$ cat src/rtl/axi_lite_mem_master.sv
// axi_lite_mem_master: turns one core memory request (valid/ready) into a single
// AXI-lite read or write and hands the read data / error status back on a
// valid/ready response channel. Exactly one transaction is in flight at a time.
`timescale 1ns/1ps
module axi_lite_mem_master #(
  parameter int ADDR_W = 32,
  parameter int DATA_W = 32
) (
  input  logic                clk_i,
  input  logic                rst_i,
  // core request / response
  input  logic                req_valid_i,
  output logic                req_ready_o,
  input  logic [ADDR_W-1:0]   req_addr_i,
  input  logic                req_wen_i,
  input  logic [DATA_W-1:0]   req_wdata_i,
  input  logic [DATA_W/8-1:0] req_wmask_i,
  output logic                rsp_valid_o,
  input  logic                rsp_ready_i,
  output logic [DATA_W-1:0]   rsp_rdata_o,
  output logic                rsp_err_o,
  // AR channel
  output logic                mst_ar_valid_o,
  input  logic                mst_ar_ready_i,
  output logic [ADDR_W-1:0]   mst_ar_addr_o,
  // R channel
  input  logic                mst_r_valid_i,
  output logic                mst_r_ready_o,
  input  logic [DATA_W-1:0]   mst_r_data_i,
  input  logic [1:0]          mst_r_resp_i,
  // AW channel
  output logic                mst_aw_valid_o,
  input  logic                mst_aw_ready_i,
  output logic [ADDR_W-1:0]   mst_aw_addr_o,
  // W channel
  output logic                mst_w_valid_o,
  input  logic                mst_w_ready_i,
  output logic [DATA_W-1:0]   mst_w_data_o,
  output logic [DATA_W/8-1:0] mst_w_strb_o,
  // B channel
  input  logic                mst_b_valid_i,
  output logic                mst_b_ready_o,
  input  logic [1:0]          mst_b_resp_i
);

  localparam int STRB_W = DATA_W / 8;

  typedef enum logic [5:0] {
    IDLE    = 6'b000001,
    RD_ADDR = 6'b000010,
    RD_DATA = 6'b000100,
    WR_REQ  = 6'b001000,
    WR_RESP = 6'b010000,
    RSP     = 6'b100000
  } state_t;

  state_t              state_reg, state_next;
  logic [ADDR_W-1:0]   addr_reg;
  logic [DATA_W-1:0]   wdata_reg;
  logic [STRB_W-1:0]   wmask_reg;
  logic                aw_done_reg, aw_done_next;
  logic                w_done_reg, w_done_next;
  logic [DATA_W-1:0]   rdata_reg, rdata_next;
  logic                err_reg, err_next;
  logic                aw_hs, w_hs;

  // AXI address/data come only from the request latch, so they stay stable while valid
  assign mst_ar_addr_o = addr_reg;
  assign mst_aw_addr_o = addr_reg;
  assign mst_w_data_o  = wdata_reg;
  assign mst_w_strb_o  = wmask_reg;
  assign rsp_rdata_o   = rdata_reg;
  assign rsp_err_o     = err_reg;

  // Handshakes this cycle; AW/W valids are exactly "in WR_REQ and not yet done"
  assign aw_hs = (state_reg == WR_REQ) && !aw_done_reg && mst_aw_ready_i;
  assign w_hs  = (state_reg == WR_REQ) && !w_done_reg && mst_w_ready_i;

  // State, completion flags, response registers and request latch
  always_ff @(posedge clk_i) begin
    if (rst_i) begin
      state_reg   <= IDLE;
      aw_done_reg <= 1'b0;
      w_done_reg  <= 1'b0;
      rdata_reg   <= '0;
      err_reg     <= 1'b0;
      addr_reg    <= '0;
      wdata_reg   <= '0;
      wmask_reg   <= '0;
    end else begin
      state_reg   <= state_next;
      aw_done_reg <= aw_done_next;
      w_done_reg  <= w_done_next;
      rdata_reg   <= rdata_next;
      err_reg     <= err_next;
      if ((state_reg == IDLE) && req_valid_i) begin
        addr_reg  <= req_addr_i;
        wdata_reg <= req_wdata_i;
        wmask_reg <= req_wmask_i;
      end
    end
  end

  // Next-state logic and state-decoded channel controls
  always_comb begin
    state_next     = state_reg;
    aw_done_next   = aw_done_reg;
    w_done_next    = w_done_reg;
    rdata_next     = rdata_reg;
    err_next       = err_reg;
    req_ready_o    = 1'b0;
    rsp_valid_o    = 1'b0;
    mst_ar_valid_o = 1'b0;
    mst_r_ready_o  = 1'b0;
    mst_aw_valid_o = 1'b0;
    mst_w_valid_o  = 1'b0;
    mst_b_ready_o  = 1'b0;
    case (state_reg)
      IDLE: begin
        req_ready_o = 1'b1;
        if (req_valid_i) state_next = req_wen_i ? WR_REQ : RD_ADDR;
      end
      RD_ADDR: begin
        mst_ar_valid_o = 1'b1;
        if (mst_ar_ready_i) state_next = RD_DATA;
      end
      RD_DATA: begin
        mst_r_ready_o = 1'b1;
        if (mst_r_valid_i) begin
          rdata_next = mst_r_data_i;
          err_next   = |mst_r_resp_i;
          state_next = RSP;
        end
      end
      WR_REQ: begin
        mst_aw_valid_o = !aw_done_reg;
        mst_w_valid_o  = !w_done_reg;
        // Leave as soon as both halves are accepted, counting this cycle's handshakes
        if ((aw_done_reg || aw_hs) && (w_done_reg || w_hs)) begin
          aw_done_next = 1'b0;
          w_done_next  = 1'b0;
          state_next   = WR_RESP;
        end else begin
          aw_done_next = aw_done_reg || aw_hs;
          w_done_next  = w_done_reg || w_hs;
        end
      end
      WR_RESP: begin
        mst_b_ready_o = 1'b1;
        if (mst_b_valid_i) begin
          rdata_next = '0;
          err_next   = |mst_b_resp_i;
          state_next = RSP;
        end
      end
      RSP: begin
        rsp_valid_o = 1'b1;
        if (rsp_ready_i) state_next = IDLE;
      end
      default: state_next = IDLE;
    endcase
  end

endmodule

$ cat config.mk
export PLATFORM = sky130hd
export DESIGN_NAME = axi_lite_mem_master
export DESIGN_NICKNAME = d
export VERILOG_FILES = /design/src/rtl/axi_lite_mem_master.sv
export SDC_FILE = /design/constraint.sdc
export NUM_CORES = 1
export LEC_CHECK = 0
export ABC_AREA = 1
export BUFFER_PORTS_ARGS = -buffer_cell sky130_fd_sc_hd__buf_2
export CAP_MARGIN = 25
export CORE_UTILIZATION = 39
export CTS_CLUSTER_DIAMETER = 200
export CTS_CLUSTER_SIZE = 30
export DETAILED_ROUTE_END_ITERATION = 10
export PLACE_DENSITY = 0.79
export SETUP_SLACK_MARGIN = 0.1
export SYNTH_ARGS = -nofsm -noshare
export SYNTH_HDL_FRONTEND = slang
export SYNTH_SLANG_ARGS = --single-unit
$ cat constraint.sdc
create_clock -name clk_i -period 1.55 [get_ports clk_i]
set_input_delay 0.2325 -clock clk_i [delete_from_list [all_inputs] [get_ports clk_i]]
set_output_delay 0.2325 -clock clk_i [all_outputs]
set_load 0.05 [all_outputs]
-- Word level (Yosys, flattened, before mapping)
Index checks and enable logic that the tools add are counted.
- equal/unequal tests: 12
- muxes and demuxes: 23
- reduce and logical (&&, ||, !) cells: 15
- operators with widths (kind ; number):
    32-bit 2-to-1 mux ; 2
    32-bit one-hot mux with 2 select lines ; 1
    6-bit 2-to-1 mux ; 6
    6-bit one-hot mux with 6 select lines ; 1
    1-bit 2-to-1 mux ; 11
    2-bit != test (second input constant) ; 5
    6-bit by 1-bit == test with 1-bit output (second input constant) ; 1
    6-bit by 2-bit == test with 1-bit output (second input constant) ; 1
    6-bit by 3-bit == test with 1-bit output (second input constant) ; 1
    6-bit by 4-bit == test with 1-bit output (second input constant) ; 1
    6-bit by 5-bit == test with 1-bit output (second input constant) ; 1
    6-bit == test (second input constant) ; 1
    1-bit logical AND ; 6
    6-bit AND reduction ; 1
    4-bit 2-to-1 mux ; 1
    2-bit OR reduction ; 2
    3-bit AND reduction ; 1
    1-bit logical NOT ; 2
    1-bit logical OR ; 2
    2-bit by 1-bit != test with 1-bit output (second input constant) ; 1
    1-bit one-hot mux with 2 select lines ; 1
    2-bit nonzero test ; 1
- register bits after elaboration: 109
- input bits: 114
- output and inout port bits: 140
- logic and storage cells: 58

-- Logic depth before layout (Yosys ltp)
Gate-level depths: netlist of run 1.
- word-level depth: 7
- mapped depth: 10
- gate-level depth less buffers: 10

-- Worst setup path after synthesis of run 1
Ideal clock, no wire load.
- path kind: register -> output
- start point: reg state_reg[3]
- end point: out rsp_valid_o
- arrival: 1.612 ns
- required time: 1.317 ns
- path slack: -0.294 ns
- cell stages (with the launch flop): 4
- path buffers: 0
- cell sequence: dfxtp_1 -> nor2_4 -> nand2_1 -> nor3_1
- word-level cells in the longest chain between the ends: 2
- RTL lines (item ; RTL line ; text):
    start: declaration ; 57 ; state_t state_reg, state_next;
    start signal: assignment ; 91 ; state_reg <= state_next;
    6-bit == test ; 118 ; case (state_reg)
    1-bit 2-to-1 mux ; 118 ;
    end: declaration ; 18 ; output logic rsp_valid_o,
Every way passes these cells.

-- Final worst setup path of run 1
- start point: reg state_reg[5]
- end point: out mst_w_valid_o
- word-level cells in the longest chain between the ends: 2
- RTL lines (item ; RTL line ; text):
    6-bit by 4-bit == test with 1-bit output ; 118 ;
    1-bit 2-to-1 mux ; 118 ;
    end: declaration ; 36 ; output logic mst_w_valid_o,
Every way passes these cells.

==> impl_metrics.ini, run 1 <==
[run_status]
status = finished, violations left
violations = setup timing

[place]
pre_cts_slack_ns = 0.00681
globalplace.congestion = 0.805
hpwl_um = 8460
dp.cells = 974
io_buffers = 253

[global_route]
grt_pass1_vias = 4641
grt_pass1_wl_um = 22600
grtUsageTotal_pct = 23.1
grt_max_degree = 56
grt_overflow_total = 0
antenna_found_initial = 1

[clocking]
cts_root_buffer = clkbuf_16
path_clk_slew_ns = 0.07
worstSkewPairLatency_ns = 0.35
cts_buffers = 9
htree_num_levels = 3
tritoncts = built
cts.hold.buffers_added = 0
clock_sinks = 109
clk_path_buf_depth = 2

[synth]
syn_nets = 735
ys.warnings.count = 0
ys_seq_elements = 109
yosysSeqAreaShare_pct = 47.6
synth_top_flop_cell = dfxtp_1
synth.most_common_cell = nor2_1
synth_area_leaders = dfxtp_1, nor2_1, o21ai_0, inv_1, buf_4
yosys.cell_types.count = 23
synthTopCellsByCount = nor2_1, dfxtp_1, o21ai_0
syn-instance-count = 621
syn-cell-area_mm2 = 0.00458
yosysTopAreaCell = dfxtp_1
avgSynthCellArea_um2 = 7.38
netlist.area_leader.share_pct = 47.6
async_reset_ff_share_pct = 0
synth_edf_count = 0

[sta]
hold_viol = 0
fin_crit_ns = 1.74
slew_viol_final = 0
finalWorstSetupSlack_ns = -0.187
setup_viol = 98
max-slew-margin-rel_pct = 76.8
fin_crit_sh_pct = 112
rsz0062_at_grt = true
tightest_slew_ns = 0.348
fin_skew_ns = 0.00391
max_freq_ghz = 0.576

[detailed_routing]
via_per_inst = 4.81
first_iter_violations = 248
drc = 0
wire_per_inst_um = 15.1
vias = 5043
ant_nets = 0
dr.pass1.iters = 7
routed_wl_um = 15800

[setup_path]
path_max_fanout = 3
r2r_cells = 11
start_kind = register
rrSetupSlack_ns = -0.18
path_class = reg -> out
critPathCaptureType = output pin
critPathRequiredTime_ns = 1.32
arrival_ns = 1.50

[cells_and_area]
seq_area_mm2 = 0.00220
area_growth_syn_to_layout_pct = 67.0
fillers = 901
instances_no_fill = 1048
multi_input_area_mm2 = 0.00216
final_nets = 1013
layout-drive-gt1-share_pct = 54.2

[power_and_ir_drop]
leakagePower_uw = 0.00382
ir_drop_mv = 1.48
power_density_mw_per_mm2 = 2030
finalPower_uw = 15500

[floorplanning]
start_util_pct = 40.1
die-area_mm2 = 0.0122
io_pins = 254
rows = 39
die_w_um = 110
design.core.area_mm2 = 0.0114
die_y_um = 110

[worst_hold_path]
hold_class = in -> reg
min_delay_path_depth = 3

[flow_run]
drv_cap = 0
==> per-stage QoR <==
stage | TNS, ns | cell area, um^2 | utilization (%) | hold slack (ns)
after global placement | 0 | 5860 | 51.3 | 0.428
after global routing | -15.07 | 7660 | 67.1 | 0.0821
final | -7.19 | 7660 | 67.1 | 0.0866
after detailed placement | 0 | 5860 | 51.3 | 0.430
after CTS | -3.95 | 7000 | 61.3 | 0.0757
after floorplan | -0.353 | 4590 | - | 0.302
==> routing by layer <==
metal	track usage [%]	part of all wire, %	vias to the layer above
met3	4.56	6.0	40
met2	39.0	52	239
met5	0	0	-
met4	11.1	3.6	0
li1	-	-	2477
met1	28.1	38	2287
==> final timing paths <==
check,end,startpoint
worst min-delay path,mst_w_data_o[27],req_wdata_i[27]
worst min register to register,rsp_rdata_o[21],rsp_rdata_o[21]
worst max register to register,mst_ar_addr_o[23],state_reg[3]
worst max-delay path,mst_w_valid_o,state_reg[5]
==> timing repair <==
item                                   CTS  global route
endpoints found under the hold margin    0             0
pin swaps                               17            63
setup endpoints to repair              110           114
gates cloned                            12            10
buffers inserted                        26            13
gates resized for setup                147           148
==> logic make-up (layout without fill, tap and decap cells) <==
kind of cell	after synthesis	in the layout	share of synthesized area [%]
and+or+nand+nor	215	216	19.5
buffers and inverters	153	435	16.8
AOI/OAI and AO/OA	144	144	16.1
DFF	109	109	47.6
other	0	1	0
==> critical path, stage by stage (launching register included) <==
cell	delay (ns)
dfxtp_4	0.36
nor2_4	0.13
buf_4	0.14
and3_4	0.20
inv_4	0.05
nor2_2	0.10
buf_6	0.17
==> power breakdown <==
part / leakage, uW / total [uW] / switching, uW / internal, uW
Sequential: 0.000896 / 4030 / 540 / 3490
Combinational: 0.00278 / 9230 / 5960 / 3270
Clock: 0.000135 / 2290 / 1120 / 1160
Total: 0.00382 / 15500 / 7620 / 7920
==> cell usage in the layout, fill, tap and decap left out, types with 4 or more instances in the layout <==
cell and instances:
a21oi_1 32, a21oi_2 8, buf_12 15, buf_16 8, buf_2 248, buf_4 26, buf_6 24, buf_8 5
clkbuf_16 16, dfxtp_1 103, dfxtp_4 4, inv_1 78, inv_4 4, nand2_1 7, nand2_4 5, nand3_2 6
nand3_4 5, nand4_1 5, nor2_1 152, nor2_2 22, nor2_4 9, o21ai_1 31, o21ai_2 66, o21ai_4 4
==> layout make-up <==
type                    instances  share of cell area [%]
repair buffers                333                    32.4
flip-flops and latches        109                    28.7
multi-input cells             360                    28.2
inverters                      86                    4.51
clock buffers                  10                    3.12
well taps                     143                    2.34
clock inverters                 6                   0.703
diodes                          1                  0.0327
No activity file was read; power rests on OpenSTA's default activity.
==> inputs of run 2 (changes only) <==
--- a/config.mk
+++ b/config.mk
@@ -12,8 +12,10 @@
 export CTS_CLUSTER_DIAMETER = 200
 export CTS_CLUSTER_SIZE = 30
 export DETAILED_ROUTE_END_ITERATION = 10
+export GPL_TIMING_DRIVEN = 0
 export PLACE_DENSITY = 0.79
 export SETUP_SLACK_MARGIN = 0.1
+export SKIP_LAST_GASP = 1
 export SYNTH_ARGS = -nofsm -noshare
 export SYNTH_HDL_FRONTEND = slang
 export SYNTH_SLANG_ARGS = --single-unit
==> constraint.sdc (replaced) <==
create_clock -name clk_i -period 1.9 [get_ports clk_i]
set_input_delay 0.285 -clock clk_i [delete_from_list [all_inputs] [get_ports clk_i]]
set_output_delay 0.285 -clock clk_i [all_outputs]
set_load 0.05 [all_outputs]
==> impl_metrics.ini, run 2 (synthesis results as in run 1) <==
[sta]
slew_viol_final = 0
fin_skew_ns = 0.0102
max-slew-margin-rel_pct = 68.3
tightest_slew_ns = 0.475
rsz0062_at_grt = true
max_freq_ghz = 0.572
hold_viol = 0
tns_ns = 0
fin_crit_sh_pct = 92.0
fin_crit_ns = 1.75
setup_viol = 0

[floorplanning]
die_y_um = 110
io_pins = 254
die-area_mm2 = 0.0122
start_util_pct = 40.1
die_w_um = 110
rows = 39
design.core.area_mm2 = 0.0114

[detailed_routing]
drc = 0
ant_nets = 0
via_per_inst = 4.56
vias = 4749
first_iter_violations = 225
wire_per_inst_um = 12.4
routed_wl_um = 12900
dr.pass1.iters = 4

[place]
placed_cell_area_mm2 = 0.00603
globalplace.congestion = 0.810
io_buffers = 253
hpwl_um = 9730
dp.cells = 1017

[setup_path]
slowest_delay_ns = 0.36
critPathRequiredTime_ns = 1.62
arrival_ns = 1.46
path_class = reg -> out
critPathCaptureType = output pin
crit_slowest_cell = dfxtp_2
path_max_fanout = 4
timing.rr.start = state_reg[3]
cp-startpoint = state_reg[3]
crit_chain = inv_1 > nor2_2 > and3_4 > inv_1 > nor2_2 > buf_6
start_kind = register

[cells_and_area]
layout_commonest_cell = buf_2
fillers = 1100
instances_no_fill = 1041
final_cell_mix = buf_2, nor2_1, dfxtp_1
final_nets = 1007
area_growth_syn_to_layout_pct = 41.2
layout-drive-gt1-share_pct = 39.9
final_util_pct = 56.7
diodes = 0
stdcell_area_mm2 = 0.00647

[clocking]
cts.hold.buffers_added = 0
cts_buffers = 9
clk_path_buf_depth = 2
cts_root_buffer = clkbuf_16
htree_num_levels = 3
tritoncts = built
clock_sinks = 109
path_clk_slew_ns = 0.07
worstSkewPairLatency_ns = 0.35

[worst_hold_path]
min_from = req_wdata_i[12]
hold_class = in -> reg

[run_status]
status = complete, no violations

[power_and_ir_drop]
finalPower_uw = 10700
power_density_mw_per_mm2 = 1650
leakagePower_uw = 0.00351
ir_drop_mv = 1.27

[global_route]
antenna_found_initial = 0
grt_pass1_wl_um = 20600
grt_overflow_total = 0
grt_pass1_vias = 4348
grt_max_degree = 18
grtUsageTotal_pct = 21.0

[flow_run]
drv_cap = 0
## run 2: cell type report
cell class	count	area, um^2	area share [%]
clock buffer	12	246	3.81
timing repair buffer	261	1360	21.1
buffer	67	458	7.08
inverter	86	325	5.03
sequential	109	2190	33.8
multi-input combinational	359	1660	25.6
tap	143	179	2.77
clock inverter	4	55.1	0.851
## run 2: worst max-delay path: cells and delay by family, from the launching register on
| family | cells | cell delay, ns |
|---|---|---|
| buffers and inverters | 3 | 0.32 |
| AND/OR/NAND/NOR | 3 | 0.45 |
| flip-flops | 1 | 0.36 |
## run 2: final timing paths
path | endpoint | slack (ns) | cells after the start
worst min register to register | rsp_rdata_o[4] | 0.44 | 2
worst max register to register | mst_ar_addr_o[9] | 0.27 | 8
worst min-delay path | mst_w_data_o[12] | 0.15 | 3
worst max-delay path | mst_aw_valid_o | 0.15 | 6
## run 2: where the power goes
| group | switching, uW | leakage [uW] | total (uW) | internal [uW] |
|---|---|---|---|---|
| Clock | 849 | 0.000143 | 1920 | 1070 |
| Combinational | 4080 | 0.00248 | 5540 | 1460 |
| Sequential | 353 | 0.000894 | 3190 | 2840 |
## run 2: metal layers
layer  vias to the layer above  wire length (um)  global-route usage (%)
met5                         -                 0                       0
li1                       2441                 -                       -
met3                        23               922                    5.60
met1                      2100              5410                    24.6
met4                         0               300                    9.07
met2                       185              6260                    35.8
## run 2: through the flow
stage	setup slack, ns	hold WS, ns
3_3_place_gp	0.0550	0.429
2_1_floorplan	0.121	0.354
6_report	0.151	0.151
4_1_cts	0.0929	0.136
5_1_grt	0.0883	0.148
3_5_place_dp	0.0445	0.434
## run 2: repair_timing
action                                  in CTS  in global routing
gates resized for setup                     13                 16
pin swaps                                    3                  2
buffers inserted                             6                  2
endpoints found under the setup margin       3                 34
==> inputs of run 3 (changes only) <==
--- a/config.mk
+++ b/config.mk
@@ -8,12 +8,12 @@
 export ABC_AREA = 1
 export BUFFER_PORTS_ARGS = -buffer_cell sky130_fd_sc_hd__buf_2
 export CAP_MARGIN = 25
-export CORE_UTILIZATION = 39
+export CORE_UTILIZATION = 44
 export CTS_CLUSTER_DIAMETER = 200
 export CTS_CLUSTER_SIZE = 30
 export DETAILED_ROUTE_END_ITERATION = 10
 export GPL_TIMING_DRIVEN = 0
-export PLACE_DENSITY = 0.79
+export PLACE_DENSITY = 0.86
 export SETUP_SLACK_MARGIN = 0.1
 export SKIP_LAST_GASP = 1
 export SYNTH_ARGS = -nofsm -noshare
==> impl_metrics.ini, run 3 (synthesis results as in run 1) <==
[run_status]
status = complete, no violations

[global_route]
grt_pass1_vias = 4554
antenna_found_initial = 0
grtUsageTotal_pct = 23.7
grt_max_degree = 20
grt_pass1_wl_um = 20900
grt_overflow_total = 0

[sta]
slew_viol_final = 0
fin_crit_sh_pct = 94.2
max-slew-margin-rel_pct = 59.0
rsz0062_at_grt = true
hold_viol = 0
finalWorstSetupSlack_ns = 0.111
fin_crit_ns = 1.79
fin_skew_ns = 0.0138
setup_viol = 0
tightest_slew_ns = 0.615
tns_ns = 0
max_freq_ghz = 0.559

[cells_and_area]
layout-drive-gt1-share_pct = 40.3
fillers = 888
layout_commonest_cell = buf_2
final_nets = 1009
final_cell_mix = buf_2, nor2_1, dfxtp_1
instances_no_fill = 1033
final_util_pct = 64.2
area_growth_syn_to_layout_pct = 39.5
diodes = 0

[setup_path]
path_class = reg -> out
path_max_fanout = 4
arrival_ns = 1.50
crit_chain = nor2_4 > buf_6 > and3_4 > inv_4 > nor2_4 > buf_8
critPathCaptureType = output pin
cp.buffers_inverters = 3
slowest_delay_ns = 0.38
crit_slowest_cell = dfxtp_4
cp_num_cells = 6
r2r_cells = 10
critPathMostFrequentCell = nor2_4
start_kind = register
critPathTopFamily = simple AND/OR/NAND/NOR gates
critPathRequiredTime_ns = 1.62

[place]
globalplace.congestion = 0.873
hpwl_um = 9830
dp.cells = 1007
io_buffers = 253
pre_cts_slack_ns = -0.165

[clocking]
clk_path_buf_depth = 2
cts_root_buffer = clkbuf_8
cts_buffers = 9
tritoncts = built
cts.hold.buffers_added = 0
path_clk_slew_ns = 0.11
clock_sinks = 109
htree_num_levels = 3
worstSkewPairLatency_ns = 0.36

[detailed_routing]
ant_nets = 0
via_per_inst = 4.70
drc = 0
vias = 4851
dr.pass1.iters = 4
wire_per_inst_um = 12.8
first_iter_violations = 198
routed_wl_um = 13300

[power_and_ir_drop]
power_density_mw_per_mm2 = 1600
leakagePower_uw = 0.00348
ir_drop_mv = 1.19
finalPower_uw = 10300

[floorplanning]
io_pins = 254
die-area_mm2 = 0.0108
rows = 36
start_util_pct = 46.0
die_y_um = 104
design.core.area_mm2 = 0.00995
die_w_um = 104

[worst_hold_path]
min_delay_path_depth = 3
hold_class = in -> reg

[flow_run]
drv_cap = 0
run 3: changes by cell type in the layout (fill, tap and decap cells not counted), sizes merged:
cell | previous run | this run
inv | 87 | 90
buf | 315 | 317
clkbuf | 25 | 22
run 3: tightest hold or removal path, delay by kind of cell:
kind                   cells  cell delay (ns)
and+or+nand+nor            2             0.11
buffers and inverters      1             0.07
run 3: area by class of cell:
type	instances	area, um^2	share of cell area, %
Inverter	86	328	5.13
Multi-Input combinational cell	359	1670	26.0
Clock buffer	9	124	1.94
Tap cell	133	166	2.60
Sequential cell	109	2190	34.3
Clock inverter	7	80.1	1.25
Buffer	67	457	7.14
Timing Repair Buffer	263	1380	21.6
run 3: layer usage:
layer  vias up  wire length (um)  share of wire (%)  global-route usage [%]
met4         0               348                2.6                    9.90
met3        29               851                6.4                    4.95
met2       209              6510                 49                    42.1
li1       2448                 -                  -                       -
met1      2165              5540                 42                    27.5
met5         -                 0                  0                       0
run 3: path summary, 6_finish.rpt:
kind	start	endpoint	slack (ns)
worst min register to register	rsp_rdata_o[31]	rsp_rdata_o[31]	0.45
worst min-delay path	req_wdata_i[20]	mst_w_data_o[20]	0.14
worst max register to register	state_reg[0]	rsp_rdata_o[29]	0.16
worst max-delay path	state_reg[1]	mst_aw_valid_o	0.11
run 3: power breakdown:
group | total (uW) | switching, uW | internal (uW)
Sequential | 3190 | 351 | 2840
Combinational | 5610 | 4120 | 1490
Clock | 1460 | 829 | 633
run 3: timing repair:
action / 4_1_cts / 5_1_grt
gates resized for setup: 17 / 22
endpoints found under the setup margin: 6 / 18
setup buffers: 5 / 5
pin swaps: 3 / 2
run 3: stage by stage:
step	cell area (um^2)	hold WS, ns
floorplan	4590	0.354
global placement	6020	0.430
detailed placement	6020	0.434
CTS	6300	0.125
global route	6390	0.129
finish	6390	0.140
